`config.mk`:
```
export PLATFORM = sky130hd
export DESIGN_NAME = timer
export DESIGN_NICKNAME = d
export VERILOG_FILES = /design/src/rtl/timer.sv
export SDC_FILE = /design/constraint.sdc
export NUM_CORES = 1
export LEC_CHECK = 0
export BUFFER_PORTS_ARGS = -buffer_cell sky130_fd_sc_hd__buf_2
export CAP_MARGIN = 20
export CELL_PAD_IN_SITES_DETAIL_PLACEMENT = 1
export CELL_PAD_IN_SITES_GLOBAL_PLACEMENT = 1
export CORE_MARGIN = 3
export CORE_UTILIZATION = 39
export CTS_CLUSTER_DIAMETER = 30
export DETAILED_ROUTE_END_ITERATION = 8
export PLACE_DENSITY_LB_ADDON = 0.2
export SETUP_SLACK_MARGIN = 0.5
export SLEW_MARGIN = 20
export SYNTH_ARGS = -nofsm -noshare
export SYNTH_HDL_FRONTEND = slang
export SYNTH_SLANG_ARGS = --single-unit
```
`constraint.sdc`:
```
create_clock -name cnt_10hz -period 2.35 [get_ports cnt_10hz]
set_input_delay 0.47 -clock cnt_10hz [delete_from_list [all_inputs] [get_ports cnt_10hz]]
set_output_delay 0.47 -clock cnt_10hz [all_outputs]
set_load 0.02 [all_outputs]
```
`src/rtl/timer.sv`:
```
// Tenths-resolution BCD stopwatch / countdown timer with key-driven mode control
// and blinking point/LED status outputs.
//
// state | meaning
// IDLE  | stopped; display shows 00.0, the last count, or the reloaded preset
// UP    | counting up from 00.0 toward the preset P.0
// DOWN  | counting down from P.0 toward 00.0
// DONE  | target reached; count held until a key moves it on
module timer (
  input  logic       cnt_10hz,
  input  logic       rst_n,
  input  logic       clk_1hz,
  input  logic       cnt_2hz,
  input  logic       cnt_4hz,
  input  logic       en,
  input  logic       key0,
  input  logic       key1,
  input  logic       key2,
  input  logic       key4,
  input  logic       key5,
  input  logic       key6,
  input  logic [3:0] ten,
  input  logic [3:0] one,
  input  logic       pause,
  output logic [3:0] tens,
  output logic [3:0] ones,
  output logic [3:0] xiaoshu,
  output logic       point,
  output logic       led
);

  localparam logic [1:0] IDLE = 2'b00;
  localparam logic [1:0] UP   = 2'b01;
  localparam logic [1:0] DOWN = 2'b10;
  localparam logic [1:0] DONE = 2'b11;

  logic [1:0] mode;
  logic [5:0] key_q;
  logic [5:0] key_now;
  logic [5:0] press;
  logic       pause_int;
  logic [3:0] p_tens;
  logic [3:0] p_ones;
  logic [3:0] ten_c;
  logic [3:0] one_c;
  logic       preset_zero;
  logic       active;
  logic       running;
  logic [3:0] inc_t, inc_o, inc_x;
  logic [3:0] dec_t, dec_o, dec_x;

  // key bit order: {key6, key5, key4, key2, key1, key0}
  assign key_now     = {key6, key5, key4, key2, key1, key0};
  assign press       = key_q & ~key_now;
  assign ten_c       = (ten > 4'd9) ? 4'd9 : ten;
  assign one_c       = (one > 4'd9) ? 4'd9 : one;
  assign preset_zero = (ten_c == 4'd0) && (one_c == 4'd0);
  assign active      = (mode == UP) || (mode == DOWN);
  assign running     = active && en && !pause && !pause_int;

  always_comb begin
    inc_t = tens;
    inc_o = ones;
    inc_x = xiaoshu + 4'd1;
    if (xiaoshu == 4'd9) begin
      inc_x = 4'd0;
      inc_o = ones + 4'd1;
      if (ones == 4'd9) begin
        inc_o = 4'd0;
        inc_t = (tens == 4'd9) ? 4'd0 : tens + 4'd1;
      end
    end
  end

  always_comb begin
    dec_t = tens;
    dec_o = ones;
    dec_x = xiaoshu - 4'd1;
    if (xiaoshu == 4'd0) begin
      dec_x = 4'd9;
      dec_o = ones - 4'd1;
      if (ones == 4'd0) begin
        dec_o = 4'd9;
        dec_t = (tens == 4'd0) ? 4'd9 : tens - 4'd1;
      end
    end
  end

  always_ff @(posedge cnt_10hz or posedge rst_n) begin
    if (rst_n) begin
      mode      <= IDLE;
      key_q     <= 6'b111111;
      pause_int <= 1'b0;
      p_tens    <= 4'd0;
      p_ones    <= 4'd0;
      tens      <= 4'd0;
      ones      <= 4'd0;
      xiaoshu   <= 4'd0;
    end else if (en) begin
      key_q <= key_now;
      if (press[2]) begin
        mode      <= IDLE;
        pause_int <= 1'b0;
        tens      <= 4'd0;
        ones      <= 4'd0;
        xiaoshu   <= 4'd0;
      end else if (press[0]) begin
        mode      <= preset_zero ? DONE : UP;
        pause_int <= 1'b0;
        p_tens    <= ten_c;
        p_ones    <= one_c;
        tens      <= 4'd0;
        ones      <= 4'd0;
        xiaoshu   <= 4'd0;
      end else if (press[1]) begin
        mode      <= preset_zero ? DONE : DOWN;
        pause_int <= 1'b0;
        p_tens    <= ten_c;
        p_ones    <= one_c;
        tens      <= ten_c;
        ones      <= one_c;
        xiaoshu   <= 4'd0;
      end else if (press[3]) begin
        if (active) pause_int <= ~pause_int;
      end else if (press[4]) begin
        if (mode == IDLE) begin
          p_tens  <= ten_c;
          p_ones  <= one_c;
          tens    <= ten_c;
          ones    <= one_c;
          xiaoshu <= 4'd0;
        end
      end else if (press[5]) begin
        if (mode == DONE) mode <= IDLE;
      end else if (running) begin
        if (mode == UP) begin
          tens    <= inc_t;
          ones    <= inc_o;
          xiaoshu <= inc_x;
          if ({inc_t, inc_o, inc_x} == {p_tens, p_ones, 4'd0}) mode <= DONE;
        end else begin
          tens    <= dec_t;
          ones    <= dec_o;
          xiaoshu <= dec_x;
          if ({dec_t, dec_o, dec_x} == 12'h000) mode <= DONE;
        end
      end
    end
  end

  always_comb begin
    point = 1'b0;
    led   = 1'b0;
    case (mode)
      UP, DOWN: begin
        point = running ? 1'b1 : clk_1hz;
        led   = running ? 1'b0 : cnt_2hz;
      end
      DONE: begin
        point = 1'b1;
        led   = cnt_4hz;
      end
      default: begin
        point = 1'b0;
        led   = 1'b0;
      end
    endcase
  end

endmodule

```
Word level (Yosys, flattened, before mapping)
Index checks and enable logic that the tools add are counted.
- flip-flop bits (word level): 29
- bits in latches: 0
- memory bits (writable): 0
- bits in read-only memories: 0
- input port bits: 21
- output and inout bits: 14
- word-level logic and storage cells: 131
- memories kept: 0
- add/sub/neg operators: 6
- multipliers: 0
- div/mod/pow operators: 0
- magnitude comparators: 2
- eq/ne operators: 14
- shifts and indexed selects: 0
- muxes and demuxes: 71
- bitwise logic cells: 4
- reductions and logical operators: 26
- operators by type and width (operator ; count):
    $mux 4 ; 49
    $mux 2 ; 12
    $logic_not 4->1 ; 5
    $add 4x1->4 const B ; 3
    $eq 12x12->1 ; 1
    $eq 4x4->1 const B ; 3
    $logic_not 12->1 ; 1
    $sub 4x1->4 const B ; 3
    $ne 5x4->1 const B ; 2
    $reduce_and 5->1 ; 2
    $reduce_bool 5->1 ; 2
    $gt 4x4->1 const B ; 2
    $mux 1 ; 8
    $ne 4x4->1 const B ; 2
    $reduce_bool 4->1 ; 2
    $reduce_and 7->1 ; 1
    $and 6x6->6 ; 1
    $ne 6x5->1 const B ; 1
    $not 6->6 ; 1
    $reduce_bool 3->1 ; 2
    $reduce_bool 6->1 ; 1
    $ne 5x5->1 const B ; 1
    $eq 2x2->1 const B ; 2
    $logic_and 1x1->1 ; 4
    9 further kinds ; 12

Logic depth before layout (Yosys ltp)
Gate-level depths: netlist (run 1).
- word-level depth: 14
- depth in mapped cells: 10
- mapped depth without buffers: 9

Worst setup path before layout (run 1)
No wires, ideal clock.
- path type: reg-to-reg
- start point: register ones[1]
- end point: register mode[0]
- setup time: 128 ps
- data arrival time: 2477 ps
- data required time: 2222 ps
- path slack: -255 ps
- stages on the path, launching flop included: 11
- buffers on the path: 1
- period minus slack after synthesis: 2605 ps
- cells stage by stage: dfrtp_1 > clkbuf_1 > inv_1 > ha_1 > and3b_1 > a21oi_2 > a31oi_2 > xnor2_1 > or4_4 > o32ai_2 > o22ai_1
- longest elaborated chain between the ends: 6
- elaborated cells on any way between the ends: 17
- those cells by class: add/sub: 2; eq/ne: 3; mux: 8; reduce/logical: 4
- ends and longest elaborated chain (item ; line ; text):
    start: declaration ; 26 ; output logic [3:0] ones,
    start signal: assignment ; 121 ; ones <= one_c;
    start signal: assignment ; 130 ; ones <= one_c;
    start signal: assignment ; 138 ; ones <= inc_o;
    $add 4x1->4 (tied with other cells) ; 67 ; inc_o = ones + 4'd1;
    $mux 4, on equally long branches ; 68, 82 ;
    $mux 4, on equally long branches ; 65, 79 ;
    $eq 12x12->1 or $logic_not 12->1 (tied branches) ; 140, 145 ;
    $ne 6x5->1 (no line) or $reduce_bool 6->1 (tied branches) ; n/a ;
    $reduce_and 7->1 (no line) (*) ; n/a ;
    end signal: assignment ; 108 ; mode <= preset_zero ? DONE : UP;
    end signal: assignment ; 116 ; mode <= preset_zero ? DONE : DOWN;
    end: declaration ; 37 ; logic [1:0] mode;
Mark *: on every way between the ends. The rest lies on a longest branch, timed or not.
A chain may end at the register's enable or synchronous reset.

Final worst setup path (run 1)
- start point: register tens[0]
- end point: register mode[0]
- longest elaborated chain between the ends: 7
- elaborated cells on any way between the ends: 15
- those cells by class: add/sub: 2; eq/ne: 3; mux: 6; reduce/logical: 4
- ends and longest elaborated chain (item ; line ; text):
    start: declaration ; 25 ; output logic [3:0] tens,
    start signal: assignment ; 120 ; tens <= ten_c;
    start signal: assignment ; 129 ; tens <= ten_c;
    start signal: assignment ; 137 ; tens <= inc_t;
    $add 4x1->4 (tied with other cells) ; 70 ; inc_t = (tens == 4'd9) ? 4'd0 : tens + 4'd1;
    $mux 4, on equally long branches ; 70, 84 ;
    $mux 4, on equally long branches ; 68, 82 ;
    $mux 4, on equally long branches ; 65, 79 ;
    $eq 12x12->1 or $logic_not 12->1 (tied branches) ; 140, 145 ;
    $ne 6x5->1 (no line) or $reduce_bool 6->1 (tied branches) ; n/a ;
    $reduce_and 7->1 (no line) (*) ; n/a ;
Marks and branches as above.

==> results of run 1 <==
==> worst max-delay path, delay by kind of cell, from the launching register on <==
kind | cells | cell delay (ns)
compound gates | 3 | 0.74
flops | 1 | 0.45
xor+xnor | 1 | 0.10
simple gates | 2 | 0.80
fa+ha+maj | 1 | 0.22
==> stage by stage <==
step           utilization  setup TNS, ns  power, mW  hold slack (ns)
3_5_place_dp         0.487        -0.0565       2.85            0.535
6_report             0.583        -0.0512       4.00            0.254
4_1_cts              0.537              0       3.67            0.270
3_3_place_gp         0.487              0       2.79            0.519
2_1_floorplan            -        -0.0320       2.17            0.501
5_1_grt              0.583         -0.212       4.25            0.284
==> final timing paths <==
path	endpoint	slack [ns]	depth (start not counted)
worst max-delay path	mode[0]	-0.05	7
worst min-delay path	p_ones[0]	0.25	3
worst max register to register	mode[0]	-0.05	7
worst min register to register	p_ones[1]	0.56	1
max in group asynchronous	key_q[3]	1.76	3
min in group cnt_10hz	key_q[1]	0.44	2
==> area by class of cell <==
class	count	area, um2
timing repair buffer	82	597
multi-input combinational	235	1940
sequential	29	738
clock buffer	6	82.6
tap	75	93.8
inverter	13	51.3
fill	721	2520
clock inverter	2	37.5
==> per-layer routing <==
metal | vias up | track usage | wire [um]
li1 | 1221 | - | -
met1 | 1285 | 0.317 | 3880
met2 | 49 | 0.409 | 4550
met3 | 14 | 0.0259 | 245
met4 | 0 | 0.0561 | 151
met5 | - | 0 | 0
==> cell usage in the layout (no fill, tap or decap), types with 3 or more instances in the layout <==
cell,Yosys,routed
buf_4,1,42
buf_2,3,32
nor2_1,24,23
nand2_1,28,23
dfrtp_1,23,19
a21oi_1,17,15
mux2_2,14,12
o21ai_2,0,11
nand3_1,11,11
nor2b_1,13,10
inv_1,13,10
nor3_1,10,8
ha_1,11,8
clkbuf_8,0,6
dfstp_2,6,6
xor2_1,5,5
buf_6,2,5
a311oi_1,5,4
mux2i_1,4,4
a21o_1,4,4
o211ai_1,4,4
dfrtp_2,0,4
nand3b_1,3,3
nand2_2,0,3
and3_1,3,3
or2_2,3,3
xnor2_1,4,3
nand4_1,3,3
o31ai_1,6,3
a31oi_1,5,3
a211oi_2,0,3
o21ai_0,14,3
o31ai_4,0,3
==> flip-flops by register name (all words and copies together) (netlist names) <==
register   count
tens           4
p_ones         4
pause_int      1
xiaoshu        4
key_q          6
ones           4
p_tens         4
mode           2
==> cell usage after synthesis, types with 3 or more instances <==
library cell	count
nand2_1	28
mux2_2	14
a31oi_1	5
or2_2	3
ha_1	11
or3_1	3
nand3b_1	3
a21o_1	4
buf_2	3
a211oi_1	5
xor2_1	5
o31ai_1	6
inv_1	13
o211ai_1	4
nor2_1	24
o21ai_0	14
or4_1	3
clkbuf_1	12
a21oi_1	17
nor3_1	10
nand3_1	11
dfstp_2	6
mux2i_1	4
nor2b_1	13
and3_1	3
nand4_1	3
dfrtp_1	23
a311oi_1	5
xnor2_1	4
==> power by group through the flow <==
stage / registers, mW / logic, mW / clock network, mW
after detailed placement: 0.777 / 2.08 / 0
after CTS: 0.773 / 2.32 / 0.572
final: 0.781 / 2.65 / 0.567
after global placement: 0.765 / 2.03 / 0
after global routing: 0.800 / 2.86 / 0.594
after floorplan: 0.834 / 1.33 / 0
==> logic make-up (layout without fill, tap and decap cells) <==
kind of cell               count (synthesis)  count (layout)  share of synthesized area
adders and majority gates                 11              11                     0.0551
AOI/OAI and AO/OA                         79              79                      0.216
muxes                                     19              19                     0.0881
DFF                                       29              29                      0.293
and+or+nand+nor                          117             117                      0.257
xor gates and xnor gates                   9               9                     0.0315
buffers and inverters                     33             103                     0.0586
==> repair_timing <==
item	4_1_cts	5_1_grt
endpoints found under the setup margin	24	24
gates cloned	0	1
buffers inserted	6	9
endpoints found under the hold margin	0	0
gates resized for setup	31	41
pin swaps	10	11
==> flow_metrics.tcl, run 1 <==
set metrics [dict create \
    cp-end-kind "register" \
    tightest_slew_ns 0.463 \
    clkTransAtPathRegs_ns 0.07 \
    worstHoldPathType "in -> async" \
    die_area_um2 7410 \
    placed_cells 418 \
    port_buffers 34 \
    violations "setup timing" \
    num_rows 28 \
    io_pins 35 \
    netlist_instances 297 \
    pwr-share-clk 0.142 \
    crit_slowest_cell "or4_4" \
    yosysTopAreaCell "dfrtp_1" \
    grt_pass1_wl_mm 13.6 \
    fin_crit_ns 2.40 \
    cts_hold_buf 0 \
    remaining_drc_errors 0 \
    p_leak_nw 1.55 \
    rsz0062_at_grt "yes" \
    status "finished, violations left" \
    worst-setup-path-type "reg -> reg" \
    synth_ff_type "dfrtp_1" \
    place_congestion 0.936 \
    setup_viol 2 \
    hold_violations 0 \
    start_kind "register" \
    ctsLongestPathBuffers 2 \
    syn_area_um2 2500 \
    crit_chain "ha_1, nand3b_1, a31oi_4, xnor2_2, or4_4, o31a_1, o22ai_1" \
    cts_buffers 5 \
    relSlewSlack 0.690 \
    grt_pass1_vias 2648 \
    synth_edf_count 0 \
    grt_max_degree 30 \
    syn2layout_area_growth_pct 41.4 \
    cp_data_arrival_time_ns 2.60 \
    yosysWarnings 0 \
    peakVddDrop_uv 550 \
    grt-ovfl-total 0 \
    p_sw_frac 0.467 \
    cts_root_buf "clkbuf_8" \
    design_area_um2 3540 \
    cpPeakStageDelay_ns 0.56 \
    dpl.hpwl_mm 6.17 \
    dpl-instance-area_um2 2950 \
    chipWidth_um 86.1 \
    syn-num-nets 329 \
    diodes 0 \
    fp.coreArea_um2 6060 \
    finClkSkew_ns 0.00483 \
    synth_seq_area_share 0.293 \
    seqPwrFrac 0.195 \
    cts_num_sinks 29 \
    synthTopCellsByArea "dfrtp_1 (23%), dfstp_2 (6.3%), mux2_2 (6.3%), ha_1 (5.5%), nand2_1 (4.2%)" \
    drv_slew 0 \
    p_switching_mw 1.87 \
    die_h_um 86.1 \
    period_share 1.02 \
    synth_seq_cells 29 \
    instances_no_fill 442 \
    insertion_delay_ns 0.29 \
    wire_per_inst_um 20.0 \
    dp_slack_ns -0.0314 \
    yosys.area.top_type_share 0.230 \
    grt_use_total 0.237 \
    routed_wl_mm 8.82 \
    powerDensity_nw_per_um2 1130 \
    yosys.cell_types.count 58 \
    async_reset_ff_frac 1.00 \
    worstSetupStartpoint "tens[0]" \
    cts_tree "built" \
    r2r-start "tens[0]" \
    vias_per_cell 5.81 \
    vias 2569 \
    drive_above_1_share 0.474 \
    p_comb_frac 0.663 \
    first_iter_violations 146 \
    initial_utilization 0.412 \
    p_int_mw 2.13 \
    nets 398 \
    dr.pass1.iters 4 \
    h-tree-depth 2 \
    antenna_found_initial 0 \
    cap_violations 0 \
    layout_setup_ws_ns -0.0456 \
    cp_max_fo 7 \
    ant_nets 0 \
    syn_area_per_cell_um2 8.42 \
    critical_path_required_ns 2.55 \
    fmax_mhz 417 \
]
Power figures use the tool's default switching activity.
==> run 2, diff against run 1 <==
==> constraint.sdc (replaced) <==
create_clock -name cnt_10hz -period 2.1 [get_ports cnt_10hz]
set_input_delay 0.42 -clock cnt_10hz [delete_from_list [all_inputs] [get_ports cnt_10hz]]
set_output_delay 0.42 -clock cnt_10hz [all_outputs]
set_load 0.02 [all_outputs]
==> flow_metrics.tcl, run 2 (synthesis gave the netlist of run 1 again) <==
set metrics [dict create \
    status "finished, violations left" \
    violations "setup timing" \
    rsz0062_at_grt "yes" \
    hold_violations 0 \
    cp_max_fo 8 \
    grt_pass1_vias 3189 \
    critical_path_required_ns 2.27 \
    powerDensity_nw_per_um2 1330 \
    p_sw_frac 0.489 \
    finClkSkew_ns 0.0133 \
    post-route-util 0.669 \
    p_comb_frac 0.741 \
    cpPeakStageDelay_ns 0.43 \
    cts_hold_buf 0 \
    grt_max_degree 30 \
    tightest_slew_ns 0.537 \
    largest_register "key_q" \
    largest_reg_flops 6 \
    ctsLongestPathBuffers 2 \
    worstHoldPathType "in -> async" \
    p_leak_nw 1.81 \
    cts_buffers 5 \
    setup_viol 16 \
    cpMostUsedCell "buf_6" \
    fp.coreArea_um2 6060 \
    grt_pass1_wl_mm 17.1 \
    diodes 0 \
    dpl.hpwl_mm 6.38 \
    vias 3099 \
    cts_num_sinks 29 \
    die_area_um2 7410 \
    fmax_mhz 409 \
    final_cell_mix "buf_4 (66), buf_2 (31), nand2_1 (22)" \
    syn2layout_area_growth_pct 62.3 \
    h-tree-depth 2 \
    period_share 1.16 \
    drv_slew 0 \
    crit_chain "buf_6, buf_6, nor4_4, buf_4, buf_4, buf_6, nor3_1, a31oi_1, nor2_1, a31oi_2, o31a_1, o22ai_2" \
    grt-ovfl-total 0 \
    initial_utilization 0.412 \
    first_iter_violations 297 \
    cap_violations 0 \
    cts_tree "built" \
    p_switching_mw 2.64 \
    cp_data_arrival_time_ns 2.62 \
    cp-end-kind "register" \
    die_h_um 86.1 \
    remaining_drc_errors 0 \
    nets 440 \
    drive_above_1_share 0.589 \
    fin_setup_tns_ns -2.93 \
    wire_per_inst_um 27.2 \
    clkTransAtPathRegs_ns 0.08 \
    layout_setup_ws_ns -0.346 \
    place_congestion 0.883 \
    dr.pass1.iters 5 \
    worst-setup-path-type "reg -> reg" \
    start_kind "register" \
    io_pins 35 \
    pwr-share-clk 0.090 \
    layout_commonest_cell "buf_4" \
    grt_use_total 0.302 \
    p_int_mw 2.76 \
    peakVddDrop_uv 859 \
    seqPwrFrac 0.168 \
    relSlewSlack 0.641 \
    cts_root_buf "clkbuf_8" \
    num_rows 28 \
    insertion_delay_ns 0.29 \
    vias_per_cell 6.40 \
    chipWidth_um 86.1 \
    routed_wl_mm 13.2 \
    antenna_found_initial 0 \
    port_buffers 34 \
    fin_crit_ns 2.45 \
    ant_nets 0 \
    crit_slowest_cell "dfrtp_1" \
]
## run 2: timing repair
item / CTS / global route
cloned: 2 / 0
gates resized for setup: 57 / 56
pin swaps: 18 / 29
setup endpoints to repair: 25 / 27
buffers inserted: 13 / 10
## run 2: layout make-up
class                   count  area (um2)
multi-input cells         235        2070
fillers                   655        2000
repair buffers            124        1020
flip-flops and latches     29         738
well taps                  75        93.8
clock buffers               6        72.6
inverters                  13        51.3
clock inverters             2        10.0
## run 2: critical path, delay by kind of cell, from the launching register on
| kind | cells | cell delay (ns) |
|---|---|---|
| AOI/OAI and AO/OA | 4 | 0.88 |
| and+or+nand+nor | 3 | 0.36 |
| DFF | 1 | 0.43 |
| buffers and inverters | 5 | 0.66 |
## run 2: power groups by stage
stage               registers (mW)  logic [mW]  clock network [mW]
floorplan                    0.935        1.53                   0
global placement             0.849        2.63                   0
detailed placement           0.861        2.69                   0
CTS                          0.857        3.14               0.479
global route                 0.925        4.19               0.505
finish                       0.908        4.00               0.488
## run 2: metrics by stage
step                      cell area (um2)  hold WS (ns)  worst slack [ns]  power (mW)  instances
after global routing                 4060         0.263            -0.476        5.62        484
after floorplan                      2650         0.493            -0.266        2.47        297
final                                4060         0.239            -0.346        5.40        484
after global placement               3260         0.506            -0.209        3.48        451
after CTS                            3750         0.209            -0.216        4.48        474
after detailed placement             3260         0.520            -0.302        3.56        451
## run 2: worst paths after layout
| kind | from | endpoint | slack [ns] | cells past startpoint |
|---|---|---|---|---|
| min in group cnt_10hz | key6 | key_q[5] | 0.40 | 2 |
| max in group asynchronous | rst_n | key_q[5] | 1.52 | 3 |
| setup / recovery | xiaoshu[3] | mode[1] | -0.35 | 12 |
| setup reg to reg | xiaoshu[3] | mode[1] | -0.35 | 12 |
| hold / removal | rst_n | tens[1] | 0.24 | 3 |
| hold reg to reg | p_tens[3] | p_tens[3] | 0.57 | 1 |
## run 2: layer usage
layer | track usage | wire length, um
met3 | 0.0480 | 745
met1 | 0.361 | 5120
met5 | 0 | 0
met2 | 0.524 | 6450
met4 | 0.150 | 833
